[src/rtl/uart_click_tx.sv]
`default_nettype none
// +----------------------------------------------------------------------+
// | Module      : uart_click_tx                                          |
// | Description : Serialises local click pulses into 8N1 click frames    |
// |               (LSB first, idle high) for the peer board's remote     |
// |               click receiver. Clicks that arrive while a frame is    |
// |               on the wire are queued up to MAX_PENDING deep; any     |
// |               further click is dropped and flagged for one cycle.    |
// | Revision    : 1.0 - initial release                                  |
// +----------------------------------------------------------------------+
module uart_click_tx #(
  parameter int         CLK_FREQ    = 65_000_000,
  parameter int         BAUD        = 115_200,
  parameter logic [7:0] CLICK_BYTE  = 8'hC1,
  parameter int         MAX_PENDING = 3
) (
  input  logic                               clk,
  input  logic                               rst,
  input  logic                               click,
  output logic                               tx_out,
  output logic                               busy,
  output logic [$clog2(MAX_PENDING+1)-1:0]   pending,
  output logic                               dropped
);

  localparam int CLKS_PER_BIT = CLK_FREQ / BAUD;
  localparam int CNT_W        = (CLKS_PER_BIT < 2) ? 1 : $clog2(CLKS_PER_BIT);
  localparam int PEND_W       = $clog2(MAX_PENDING + 1);

  localparam logic [CNT_W-1:0]  C_CNT_LAST = CNT_W'(CLKS_PER_BIT - 1);
  localparam logic [PEND_W-1:0] C_PEND_MAX = PEND_W'(MAX_PENDING);
  localparam logic [PEND_W-1:0] C_PEND_ONE = PEND_W'(1);
  localparam logic [CNT_W-1:0]  C_CNT_ONE  = CNT_W'(1);

  // A bit period shorter than two clocks cannot hold a stable line level.
  generate
    if (CLKS_PER_BIT < 2) begin : g_bad_baud
      $error("uart_click_tx: CLK_FREQ/BAUD must be at least 2");
    end
    if (MAX_PENDING < 1) begin : g_bad_depth
      $error("uart_click_tx: MAX_PENDING must be at least 1");
    end
  endgenerate

  typedef enum logic [1:0] {
    ST_IDLE  = 2'd0,
    ST_START = 2'd1,
    ST_DATA  = 2'd2,
    ST_STOP  = 2'd3
  } state_t;

  state_t             r_state;
  logic [CNT_W-1:0]   r_baud_cnt;
  logic [2:0]         r_bit_idx;

  logic               w_bit_end;
  logic               w_has_pending;
  logic [PEND_W-1:0]  w_queue_next;
  logic               w_queue_drop;

  assign w_bit_end     = (r_baud_cnt == C_CNT_LAST);
  assign w_has_pending = (pending != '0);

  // Queue update for a click that arrives while a frame is in flight and
  // no frame is being launched on this edge: count it or drop it.
  always_comb begin
    w_queue_next = pending;
    w_queue_drop = 1'b0;
    if (click) begin
      if (pending == C_PEND_MAX) begin
        w_queue_drop = 1'b1;
      end else begin
        w_queue_next = pending + C_PEND_ONE;
      end
    end
  end

  // Frame sequencer: all outputs registered, baud counter cleared on every
  // bit boundary so each bit lasts exactly CLKS_PER_BIT cycles.
  always_ff @(posedge clk or posedge rst) begin
    if (rst) begin
      r_state    <= ST_IDLE;
      r_baud_cnt <= '0;
      r_bit_idx  <= '0;
      tx_out     <= 1'b1;
      busy       <= 1'b0;
      pending    <= '0;
      dropped    <= 1'b0;
    end else begin
      dropped <= 1'b0;
      case (r_state)
        ST_IDLE: begin
          r_baud_cnt <= '0;
          r_bit_idx  <= '0;
          if (click || w_has_pending) begin
            // A fresh click launches directly; a queued click launches and
            // is consumed, unless a new click replaces it on the same edge.
            r_state <= ST_START;
            tx_out  <= 1'b0;
            busy    <= 1'b1;
            if (w_has_pending && !click) begin
              pending <= pending - C_PEND_ONE;
            end
          end else begin
            tx_out <= 1'b1;
            busy   <= 1'b0;
          end
        end

        ST_START: begin
          pending <= w_queue_next;
          dropped <= w_queue_drop;
          if (w_bit_end) begin
            r_state    <= ST_DATA;
            r_baud_cnt <= '0;
            r_bit_idx  <= '0;
            tx_out     <= CLICK_BYTE[0];
          end else begin
            r_baud_cnt <= r_baud_cnt + C_CNT_ONE;
          end
        end

        ST_DATA: begin
          pending <= w_queue_next;
          dropped <= w_queue_drop;
          if (w_bit_end) begin
            r_baud_cnt <= '0;
            if (r_bit_idx == 3'd7) begin
              r_state <= ST_STOP;
              tx_out  <= 1'b1;
            end else begin
              r_bit_idx <= r_bit_idx + 3'd1;
              tx_out    <= CLICK_BYTE[r_bit_idx + 3'd1];
            end
          end else begin
            r_baud_cnt <= r_baud_cnt + C_CNT_ONE;
          end
        end

        ST_STOP: begin
          if (w_bit_end) begin
            r_baud_cnt <= '0;
            r_bit_idx  <= '0;
            if (w_has_pending) begin
              // Back-to-back launch: a click on this edge replaces the one
              // consumed, so it can never overflow the queue.
              r_state <= ST_START;
              tx_out  <= 1'b0;
              if (!click) begin
                pending <= pending - C_PEND_ONE;
              end
            end else begin
              // Queue empty: go idle; a click here is queued and launches
              // on the following edge.
              r_state <= ST_IDLE;
              busy    <= 1'b0;
              pending <= click ? C_PEND_ONE : '0;
            end
          end else begin
            r_baud_cnt <= r_baud_cnt + C_CNT_ONE;
            pending    <= w_queue_next;
            dropped    <= w_queue_drop;
          end
        end

        default: begin
          r_state <= ST_IDLE;
          tx_out  <= 1'b1;
          busy    <= 1'b0;
        end
      endcase
    end
  end

endmodule
`default_nettype wire

[config.mk]
export PLATFORM = sky130hd
export DESIGN_NAME = uart_click_tx
export DESIGN_NICKNAME = d
export VERILOG_FILES = /design/src/rtl/uart_click_tx.sv
export SDC_FILE = /design/constraint.sdc
export NUM_CORES = 1
export LEC_CHECK = 0
export CAP_MARGIN = 40
export CELL_PAD_IN_SITES_DETAIL_PLACEMENT = 1
export CELL_PAD_IN_SITES_GLOBAL_PLACEMENT = 1
export CORE_UTILIZATION = 48
export DETAILED_ROUTE_END_ITERATION = 10
export HOLD_SLACK_MARGIN = 0.15
export PLACE_DENSITY_LB_ADDON = 0.1
export SYNTH_ARGS = -nofsm -noshare
export SYNTH_HDL_FRONTEND = slang
export SYNTH_SLANG_ARGS = --single-unit
[constraint.sdc]
create_clock -name clk -period 4.5 [get_ports clk]
set_input_delay 0.9 -clock clk [delete_from_list [all_inputs] [get_ports clk]]
set_output_delay 0.9 -clock clk [all_outputs]
set_load 0.005 [all_outputs]
Yosys cells after proc, flatten, opt, wreduce, memory -nomap -nowiden:

Memory sizes are Yosys's and may differ from the RTL's.
Index checks and enable logic that the tools add are counted.

* register bits after elaboration: 20
* bits in read-only memories: 8
* bits of input ports: 3
* memories: 1

Memories
* (no name shown): depth 8, width 1, read ports 1, clocked after Yosys merged registers in 0, wr ports 0, line 133 `tx_out <= CLICK_BYTE[r_bit_idx + 3'd1];`

* add/subtract/negate cells: 4
* order comparisons: 1
* equality and inequality tests: 17
* multiplexer cells: 38
* reductions and logical operators: 14

Operators with widths (count)
* $mux W2: 12
* $pmux W10 S2: 1
* $ne A2 B2 Y1 const B: 9
* $mux W1: 15
* $add A10 B1 Y10 const B: 1
* $eq A10 B10 Y1 const B: 1
* $mux W10: 1
* $mux W3: 3
* $pmux W3 S3: 1
* $reduce_and A3 Y1: 3
* $pmux W2 S4: 1
* $eq A2 B2 Y1 const B: 3
* $pmux W2 S3: 1
* $reduce_and A5 Y1: 1
* $lt A3 B4 Y1 const B: 1
* $ne A4 B4 Y1 const B: 1
* $pmux W1 S2: 2
* $pmux W1 S4: 1
* $reduce_and A4 Y1: 1
* $reduce_bool A2 Y1: 2
* $reduce_or A2 Y1: 2
* $add A3 B1 Y3 const B: 1
* $eq A3 B3 Y1 const B: 1
* $reduce_or A3 Y1: 1
* other kinds (8): 8

Depth between registers and ports, before layout:

Gate-level depths: netlist of run 1.

* word-level depth: 6
* depth in mapped cells: 8
* gate-level depth less buffers: 7

Worst setup path after synthesis of run 1:

OpenSTA, ideal clock, no wires.

* path kind: input to register
* start: in click
* end: reg pending[0]
* arrival time: 1815 ps
* required time: 4360 ps
* slack: 2545 ps
* cell stages on the path: 6
* path buffers: 1
* cells stage by stage: clkbuf_1 -> nand2_1 -> o21ai_0 -> mux2i_1 -> a2111oi_0 -> a211oi_1

* cells in the longest elaborated chain, start to end: 4

RTL lines
* start: declaration: line 19 `input logic click,`
* $mux W1 or $logic_not A1 Y1 (tied branches)
* $mux W2 or $logic_and A1 B1 Y1 (tied branches): line 144, 101
* $mux W2 or $ne A2 B2 Y1 (tied branches)
* $pmux W2 S3 or $reduce_and A3 Y1 (tied branches)
* end signal: assignment: line 150 `pending <= pending - C_PEND_ONE;`
* end signal: assignment: line 157 `pending <= click ? C_PEND_ONE : '0;`
* end signal: assignment: line 161 `pending <= w_queue_next;`
* end: declaration: line 22 `output logic [$clog2(MAX_PENDING+1)-1:0] pending,`

Parallel ways exist; a longest one is shown, timed or not.
A chain may end at the register's enable or synchronous reset.

Final worst setup path of run 1:

* start: reg tx_out
* end: out tx_out

RTL lines
* start: declaration: line 20 `output logic tx_out,`
* start signal: assignment: line 117 `tx_out <= CLICK_BYTE[0];`
* start signal: assignment: line 133

No word-level cell between the ends.

==> impl_metrics.tcl, run 1 <==
set metrics [dict create \
    outcome "complete, no violations" \
    rr_worst_depth 7 \
    synthAdderAreaFrac 0.1208 \
    synth_top_family_by_area "simple AND/OR/NAND/NOR gates" \
    route.vias.total 938 \
    num_antenna_cells 0 \
    start_kind "flop" \
    io_buffers 7 \
    layout.nets 154 \
    cts_setup_buffers 0 \
    gp_congestion 0.7429 \
    cts_buffer_depth 2 \
    synth_top_area_frac 0.3827 \
    maxSlewViolCount 0 \
    dr.pass1.iters 4 \
    synth_seq_area_share 0.4038 \
    cts_htree_levels 1 \
    finClkSkew_ns 0.007748 \
    p_leak_nw 0.6435 \
    synth-simple-area-share 0.1833 \
    die-area_mm2 0.002796 \
    insertion_delay_ns 0.31 \
    drive_gt1_frac 0.08696 \
    viasPerCell 5.583 \
    cpMaxStageDelayCell "dfstp_2" \
    cts_sinks 20 \
    ys.flop_type "dfrtp_1" \
    cts_tree "built" \
    critPathLaunch "tx_out" \
    arrival_ns 1.35 \
    ios 8 \
    hold_class "reg -> reg" \
    required_ns 3.60 \
    syn2layout_area_growth_pct 11.48 \
    wl_per_cell_um 15.80 \
    worstMarginPinSlew_ns 0.7710 \
    tns_ns 0 \
    wl_mm 2.654 \
    min_period_over_period 0.5001 \
    rsz0062_at_grt "no" \
    rows 18 \
    hpwl_mm 1.980 \
    synth-async-reset-ratio 1.000 \
    max-vdd-ir-drop_v 0.0001367 \
    critPathKind "reg -> out" \
    syn_area_per_cell_um2 9.484 \
    clock.fmax_ghz 0.4443 \
    cp_num_buf_inv 1 \
    fillers 289 \
    netlist_top_cells_area "dfrtp_1 38%, ha_1 12%, nor2_1 5.1%" \
    finalSetupViolCount 0 \
    antenna_found_initial 0 \
    cts-buffers-inserted 3 \
    p_per_area_mw_per_mm2 243.7 \
    worstPathMaxFanout 2 \
    path_cells "clkdlybuf4s50_1" \
    initial_core_util 0.5061 \
    synthCells 131 \
    rrSetupSlack_ns 2.47 \
    core_area_mm2 0.002455 \
    synth_edf_count 0 \
    r2r_end "r_bit_idx[0]" \
    syn_nets 146 \
    synth-seq-cells 20 \
    period_minus_slack_ns 2.251 \
    hold_buffers 0 \
    track_usage 0.2256 \
    slew_headroom 0.4854 \
    die_w_um 52.88 \
    clk_pin_slew_ns 0.12 \
    hold_viol 0 \
    cap_violations 0 \
    grt_overflow_total 0 \
    end_kind "output port" \
    crit_family "flip-flops" \
    synth.area.mux_share 0.04230 \
    ant_nets 0 \
    die_y_um 52.88 \
    crit_end "tx_out" \
    synth_common_cells "19 x dfrtp_1, 17 x nor2_1, 12 x ha_1" \
    synth_xor_area_frac 0.04935 \
    crit_cells 1 \
    holdWs_ns 0.4708 \
    grt_max_degree 21 \
    yosys.area.top_type "dfrtp_1" \
    yosys_warnings 0 \
    synth_compound_area_frac 0.1591 \
    drt_iter0_markers 3 \
    grt_pass1_vias 1000 \
    drc_errors 0 \
    grt_pass1_wl_mm 4.526 \
    synth_most_common_cell "dfrtp_1" \
    critPathMaxStageDelay_ns 0.55 \
    root_buffer "clkbuf_4" \
    cts-resized-gates 0 \
    synth_cell_type_count 37 \
    r2r_start "r_state[0]" \
    syn_area_mm2 0.001242 \
]
-- power by group --
group,leakage (nW),internal [mW],switching [mW]
Clock,0.0279,0.0902,0.0593
Combinational,0.377,0.00270,0.00510
Sequential,0.238,0.180,0.0000910
Total,0.644,0.273,0.0645
-- flip-flops by register name, summed over array words and instances, names as in the netlist --
register	cells
r_baud_cnt	10
pending	2
r_bit_idx	3
tx_out	1
busy	1
r_state	2
dropped	1
-- layer usage --
layer | routed length (um) | global-route usage | part of all wire
met1 | 1223 | 0.2774 | 0.46
met2 | 1311 | 0.3987 | 0.49
met3 | 75 | 0.02586 | 0.028
met4 | 44 | 0.08333 | 0.017
met5 | 0 | 0 | 0
-- how the worst min path moves through the flow --
stage	startpoint	end	slack [ns]	depth (start not counted)
after floorplan	r_baud_cnt[0]	r_baud_cnt[0]	0.43	1
after global placement	r_baud_cnt[0]	r_baud_cnt[0]	0.45	1
after detailed placement	r_baud_cnt[0]	r_baud_cnt[0]	0.46	1
after CTS	r_baud_cnt[0]	r_baud_cnt[0]	0.48	1
after global routing	r_baud_cnt[0]	r_baud_cnt[0]	0.49	1
final	r_baud_cnt[0]	r_baud_cnt[0]	0.47	1
-- logic make-up after synthesis --
| kind of cell | Yosys count |
|---|---|
| AND/OR/NAND/NOR | 45 |
| AO/OA/AOI/OAI | 29 |
| flip-flops | 20 |
| buffers and inverters | 13 |
| adder cells (fa/ha/maj) | 12 |
| XOR/XNOR | 7 |
| multiplexers | 5 |
-- cell usage in the layout, fill, tap and decap left out, types with 3 or more instances in the layout --
master / Yosys / routed
nor2_1: 17 / 17
xnor2_1: 3 / 3
xor2_1: 4 / 4
mux2i_1: 3 / 3
ha_1: 12 / 12
inv_1: 9 / 9
a21oi_1: 10 / 10
o21ai_0: 5 / 5
clkdlybuf4s50_1: 0 / 7
nand2_1: 11 / 11
nand3_1: 4 / 4
nor2b_1: 3 / 3
clkbuf_4: 0 / 3
nor3_1: 3 / 3
dfrtp_1: 19 / 19
-- through the flow --
step	worst slack [ns]	power [mW]	cells	utilization	area, um^2
final	2.249	0.3375	168	0.5642	1385
after floorplan	2.545	0.1880	131	-	1242
after detailed placement	1.987	0.1919	164	0.5428	1333
after CTS	2.243	0.3391	168	0.5642	1385
after global placement	2.090	0.1917	164	0.5428	1333
after global routing	2.149	0.3474	168	0.5642	1385
-- area by class of cell --
| type | instances | area, um^2 | area share |
|---|---|---|---|
| Clock buffer | 3 | 22.52 | 0.01626 |
| Clock inverter | 1 | 30.03 | 0.02168 |
| Inverter | 9 | 33.78 | 0.02439 |
| Multi-Input combinational cell | 98 | 689.4 | 0.4977 |
| Sequential cell | 20 | 501.7 | 0.3622 |
| Tap cell | 30 | 37.54 | 0.02710 |
| Timing Repair Buffer | 7 | 70.07 | 0.05059 |
Note: power is estimated with default switching activity, not from simulation.
==> run 2, diff against run 1 <==
CORE_UTILIZATION = 40   (was 48)
clock period = 2.02 ns   (was 4.5 ns; I/O delays follow)
==> impl_metrics.tcl, run 2 (same netlist as run 1, synthesis figures left out) <==
set metrics [dict create \
    syn2layout_area_growth_pct 14.30 \
    antenna_found_initial 0 \
    wl_mm 2.710 \
    grt_pass1_wl_mm 4.754 \
    initial_core_util 0.4355 \
    clk_pin_slew_ns 0.13 \
    total_power_uw 664.1 \
    arrival_ns 2.07 \
    root_buffer "clkbuf_4" \
    multi_input_area_um2 701.9 \
    path_cells "inv_1 -> ha_1 -> nor3_1 -> a31oi_2 -> nor2_1 -> mux2_2 -> a22o_1" \
    die-area_mm2 0.003333 \
    rrSetupSlack_ns 0.17 \
    cts-buffers-inserted 3 \
    cts_tree "built" \
    wl_per_cell_um 15.57 \
    cts_buffer_depth 2 \
    layout.nets 159 \
    finClkSkew_ns 0.01309 \
    io_buffers 7 \
    track_usage 0.1881 \
    max-vdd-ir-drop_v 0.0002930 \
    num_antenna_cells 0 \
    slew_headroom 0.7615 \
    critPathKind "reg -> reg" \
    critPathLaunch "r_state[1]" \
    drt_iter0_markers 25 \
    finalWorstSetupSlack_ns 0.1732 \
    r2r_start "r_state[1]" \
    grt_max_degree 14 \
    grt_overflow_total 0 \
    cp_num_buf_inv 1 \
    finalSetupViolCount 0 \
    pre_cts_slack_ns -0.05810 \
    crit_cells 7 \
    hpwl_mm 2.066 \
    worstPathMaxFanout 4 \
    required_ns 2.24 \
    outcome "complete, no violations" \
    cts_htree_levels 1 \
    critPathMaxStageDelay_ns 0.44 \
    ios 8 \
    drc_errors 0 \
    die_y_um 57.73 \
    rsz0062_at_grt "no" \
    holdWs_ns 0.3241 \
    worstMarginPinSlew_ns 0.3548 \
    insertion_delay_ns 0.32 \
    min_period_over_period 0.9143 \
    final_common_cell "dfrtp_1" \
    crit_family "compound AO/OA/AOI/OAI gates" \
    fillers 324 \
    core_area_mm2 0.002853 \
    p_per_area_mw_per_mm2 467.7 \
    period_minus_slack_ns 1.847 \
    rr_worst_depth 7 \
    drive_gt1_frac 0.1329 \
    final_cell_mix "19 x dfrtp_1, 16 x nor2_1, 11 x nand2_1, 11 x ha_1, 10 x a21oi_1" \
    dr.pass1.iters 4 \
    rows 19 \
    clock.fmax_ghz 0.5415 \
    hold_viol 0 \
    seq_area_um2 501.7 \
    start_kind "flop" \
    viasPerCell 5.707 \
    gp_congestion 0.7442 \
    cpMaxStageDelayCell "dfrtp_1" \
    grt_pass1_vias 1010 \
    hold_buffers 0 \
    route.vias.total 993 \
    p_leak_nw 0.6564 \
    ant_nets 0 \
    cts_sinks 20 \
    top_register "r_baud_cnt" \
    end_kind "flop" \
    top_regs "r_baud_cnt (10), r_bit_idx (3)" \
    largest_reg_flops 10 \
    die_w_um 57.73 \
    hold_class "in -> async" \
    cap_violations 0 \
    maxSlewViolCount 0 \
]
==> run 2: cell count changes in the layout (fill, tap and decap cells not counted), sizes merged <==
| cell | previous run | this run |
|---|---|---|
| bufinv | 1 | 0 |
| clkbuf | 3 | 4 |
| buf | 0 | 5 |
==> run 2: metrics by stage <==
| stage | utilization | cells | cell area [um^2] | TNS (ns) |
|---|---|---|---|---|
| after floorplan | - | 131 | 1242 | 0 |
| after global placement | 0.4781 | 169 | 1364 | 0 |
| after detailed placement | 0.4781 | 169 | 1364 | -0.05810 |
| after CTS | 0.4908 | 173 | 1400 | 0 |
| after global routing | 0.4978 | 174 | 1420 | 0 |
| final | 0.4978 | 174 | 1420 | 0 |
==> run 2: final cells by class <==
type | instances | share of cell area
multi-input combinational | 98 | 0.4943
sequential | 20 | 0.3533
timing repair buffer | 12 | 0.07577
tap | 31 | 0.02731
clock buffer | 4 | 0.02555
inverter | 9 | 0.02379
==> run 2: power by group <==
group	switching (mW)	internal [mW]	total, mW
clock network	0.133	0.110	0.243
registers	0.000253	0.401	0.402
logic	0.0120	0.00731	0.0194
==> run 2: timing repair <==
action                     in CTS  in global routing
setup buffers                   0                  1
resized for setup               0                  4
setup endpoints to repair       0                  5
==> run 2: metal layers <==
| layer | part of all wire | GRT usage |
|---|---|---|
| met5 | 0 | 0 |
| met4 | 0.015 | 0.07143 |
| met3 | 0.025 | 0.03571 |
| met2 | 0.47 | 0.2957 |
| met1 | 0.48 | 0.2585 |
==> run 2: final timing paths <==
kind | end
hold / removal | r_bit_idx[1]
hold reg to reg | r_baud_cnt[0]
setup reg to reg | r_bit_idx[0]
min in group clk | r_baud_cnt[0]
setup / recovery | r_bit_idx[0]
max in group asynchronous | r_baud_cnt[0]
==> RTL change, RTL diff (config.mk and constraints of run 1) <==
The 4 states of `state_t` get a one-hot encoding in 4 bits.
--- a/src/rtl/uart_click_tx.sv
+++ b/src/rtl/uart_click_tx.sv
@@ -42,11 +42,11 @@
     end
   endgenerate
 
-  typedef enum logic [1:0] {
-    ST_IDLE  = 2'd0,
-    ST_START = 2'd1,
-    ST_DATA  = 2'd2,
-    ST_STOP  = 2'd3
+  typedef enum logic [3:0] {
+    ST_IDLE  = 4'b0001,
+    ST_START = 4'b0010,
+    ST_DATA  = 4'b0100,
+    ST_STOP  = 4'b1000
   } state_t;
 
   state_t             r_state;
Function: same outputs for any inputs over 10 cycles, from zero or initial values and one cycle with rst high; not proved beyond that.
==> RTL change against run 1 <==
Final cell count grew 13%; critical path depth rose by 5; sequential cell count is 2 higher; wire length grew 24%; design area rose by 14%; worst setup slack got worse by 0.21 ns; synthesized area increased by 15%; worst hold slack improved by 0.053 ns; highest routed layer unchanged.
Power is not compared: it rests on default switching activity, and its combinational part moved more than twofold at a synthesized area within 25%.
==> RTL change: results (changes against run 1) <==
Arrival @ worst endpoint: 2.68 ns (was 1.35 ns)
Post-DP HPWL: 2370 um (was 1980 um)
Count of routing violations after the opening detailed-route iteration: 41 (was 3)
Vias post-DR: 1193 (was 938)
Leakage dissipation: 0.688 nW
Detail-routed net length per standard cell: 17.3 um (was 15.8 um)
Number of cells in the finished layout apart from fillers: 190 (was 168)
Syn Inst Count: 155 (was 131)
Global-route wire length before repair: 5680 um (was 4530 um)
Share of post-route cells with drive strength above 1: 0.107 (was 0.0870)
Path class of the lowest-slack min-delay path: reg -> reg (unchanged)
Net Count, Synth: 166 (was 146)
Largest clock skew in the final design: 0.00203 ns (was 0.00775 ns)
Largest registers ranked by flip-flop count: r_baud_cnt x10, r_state x4, r_bit_idx x3 (was r_baud_cnt x10, r_bit_idx x3)
Beginning of the worst register-to-register path: r_baud_cnt[0] (was r_state[0])
Placed cell count: 186 (was 164)
Root buffer selected by CTS: clkbuf_4 (unchanged)
Top cell types by occurrence after synthesis: 20 x dfrtp_1, 14 x o21ai_0, 12 x inv_1 (was 19 x dfrtp_1, 17 x nor2_1, 12 x ha_1)
Max Root-Sink Buffers: 2 (unchanged)
Worst hold endpoint: busy (was r_baud_cnt[0])
Routability congestion estimate: 0.795 (was 0.743)
Number of buffers inserted to repair setup after CTS: 0 (unchanged)
Top cell type by total area after synthesis: dfrtp_1 (unchanged)
Crit path max fanout: 9 (was 2)
Antenna violations before repair: 0 (unchanged)
Post-cts sizing count: 0 (unchanged)
Worst reg-to-reg path cell count: 6 (was 7)
Pre-CTS setup slack: 1.71 ns (was 1.99 ns)
Reg2Reg Capture Point: r_state[1] (was r_bit_idx[0])
Number of cells on the worst hold path: 2 (was 1)
Clk Latency, worst-skew pair: 0.32 ns
Diode insertion count for antenna repair: 0 (unchanged)
Yosys Warn Count: 0 (unchanged)
Number of buffers added by the clock tree synthesis step: 3 (unchanged)
Post-CTS clock slew at the launch and capture registers of the worst setup and hold paths: 0.13 ns
EDFF count, synth: 0 (unchanged)
Number of optimization iterations in the first detailed-route pass: 4 (unchanged)
Share of synthesized registers carrying an async set or reset: 1.00 (unchanged)
Port Buffer Count: 7 (unchanged)
Maximum ir drop on the vdd rail: 421 uV
Biggest area contributors in the synthesized netlist: dfrtp_1 35%, ha_1 7.0%, o21ai_0 4.9% (was dfrtp_1 38%, ha_1 12%, nor2_1 5.1%)
Sequential share of the synthesized area: 0.386 (was 0.404)
Unique cell type count in the Yosys netlist: 52 (was 37)
Register-to-register setup slack: 2.04 ns (was 2.47 ns)
Headroom to the max-slew limit: 0.468 (was 0.485)
Status: finished, final reports clean (unchanged)
Total grt overflow: 0 (unchanged)
GRT Overall Usage: 0.234 (was 0.226)
Largest net degree at the start of global routing: 19 (was 21)
Launch point of the worst hold path: busy (was r_baud_cnt[0])
H-tree level count: 1 (unchanged)
[RTL change: how the worst max path moves through the flow]
stage	startpoint	to	slack, ns	cells after the start
after floorplan	click	pending[0]	2.30	6
after global placement	click	pending[0]	1.82	6
after detailed placement	click	pending[0]	1.71	6
after CTS	r_baud_cnt[0]	r_state[1]	2.03	6
after global routing	r_baud_cnt[0]	r_state[1]	1.87	6
final	click	pending[0]	2.04	6
[RTL change: layout make-up]
cell class / instances / area (um2)
Clock buffer: 4 / 36.3
Fill cell: 324 / 1210
Inverter: 12 / 45.0
Multi-Input combinational cell: 113 / 802
Sequential cell: 22 / 553
Tap cell: 31 / 38.8
Timing Repair Buffer: 8 / 97.6
[RTL change: critical path, stage by stage]
cell,delay [ns]
clkdlybuf4s50_1,0.57
nor4b_1,0.29
o311ai_0,0.14
a32oi_1,0.29
a21bo_2,0.27
a22o_1,0.22
[RTL change: where the power goes]
part / internal, mW / switching [mW] / total, mW / leakage, nW
clock network: 0.0495 / 0.0643 / 0.114 / 0.0210
logic: 0.227 / 0.244 / 0.471 / 0.375
registers: 0.249 / 0.0726 / 0.322 / 0.292
[RTL change: kinds of logic after synthesis]
group / share of synthesized area
buffers and inverters: 0.0541
XOR/XNOR: 0.0245
AO/OA/AOI/OAI: 0.225
AND/OR/NAND/NOR: 0.207
adder cells (fa/ha/maj): 0.0699
multiplexers: 0.0332
flip-flops: 0.386
[RTL change: through the flow]
step | total power, mW | area (um2) | hold WS (ns)
6_report | 0.906 | 1570 | 0.524
5_1_grt | 0.983 | 1570 | 0.571
4_1_cts | 0.914 | 1570 | 0.528
3_5_place_dp | 0.796 | 1540 | 0.503
3_3_place_gp | 0.771 | 1510 | 0.493
2_1_floorplan | 0.665 | 1430 | 0.467
[RTL change: routing by layer]
metal | global-route usage | share of wire | up-vias
li1 | - | - | 580
met1 | 0.331 | 0.48 | 581
met2 | 0.350 | 0.46 | 26
met3 | 0.0392 | 0.037 | 6
met4 | 0.105 | 0.021 | 0
met5 | 0 | 0 | -
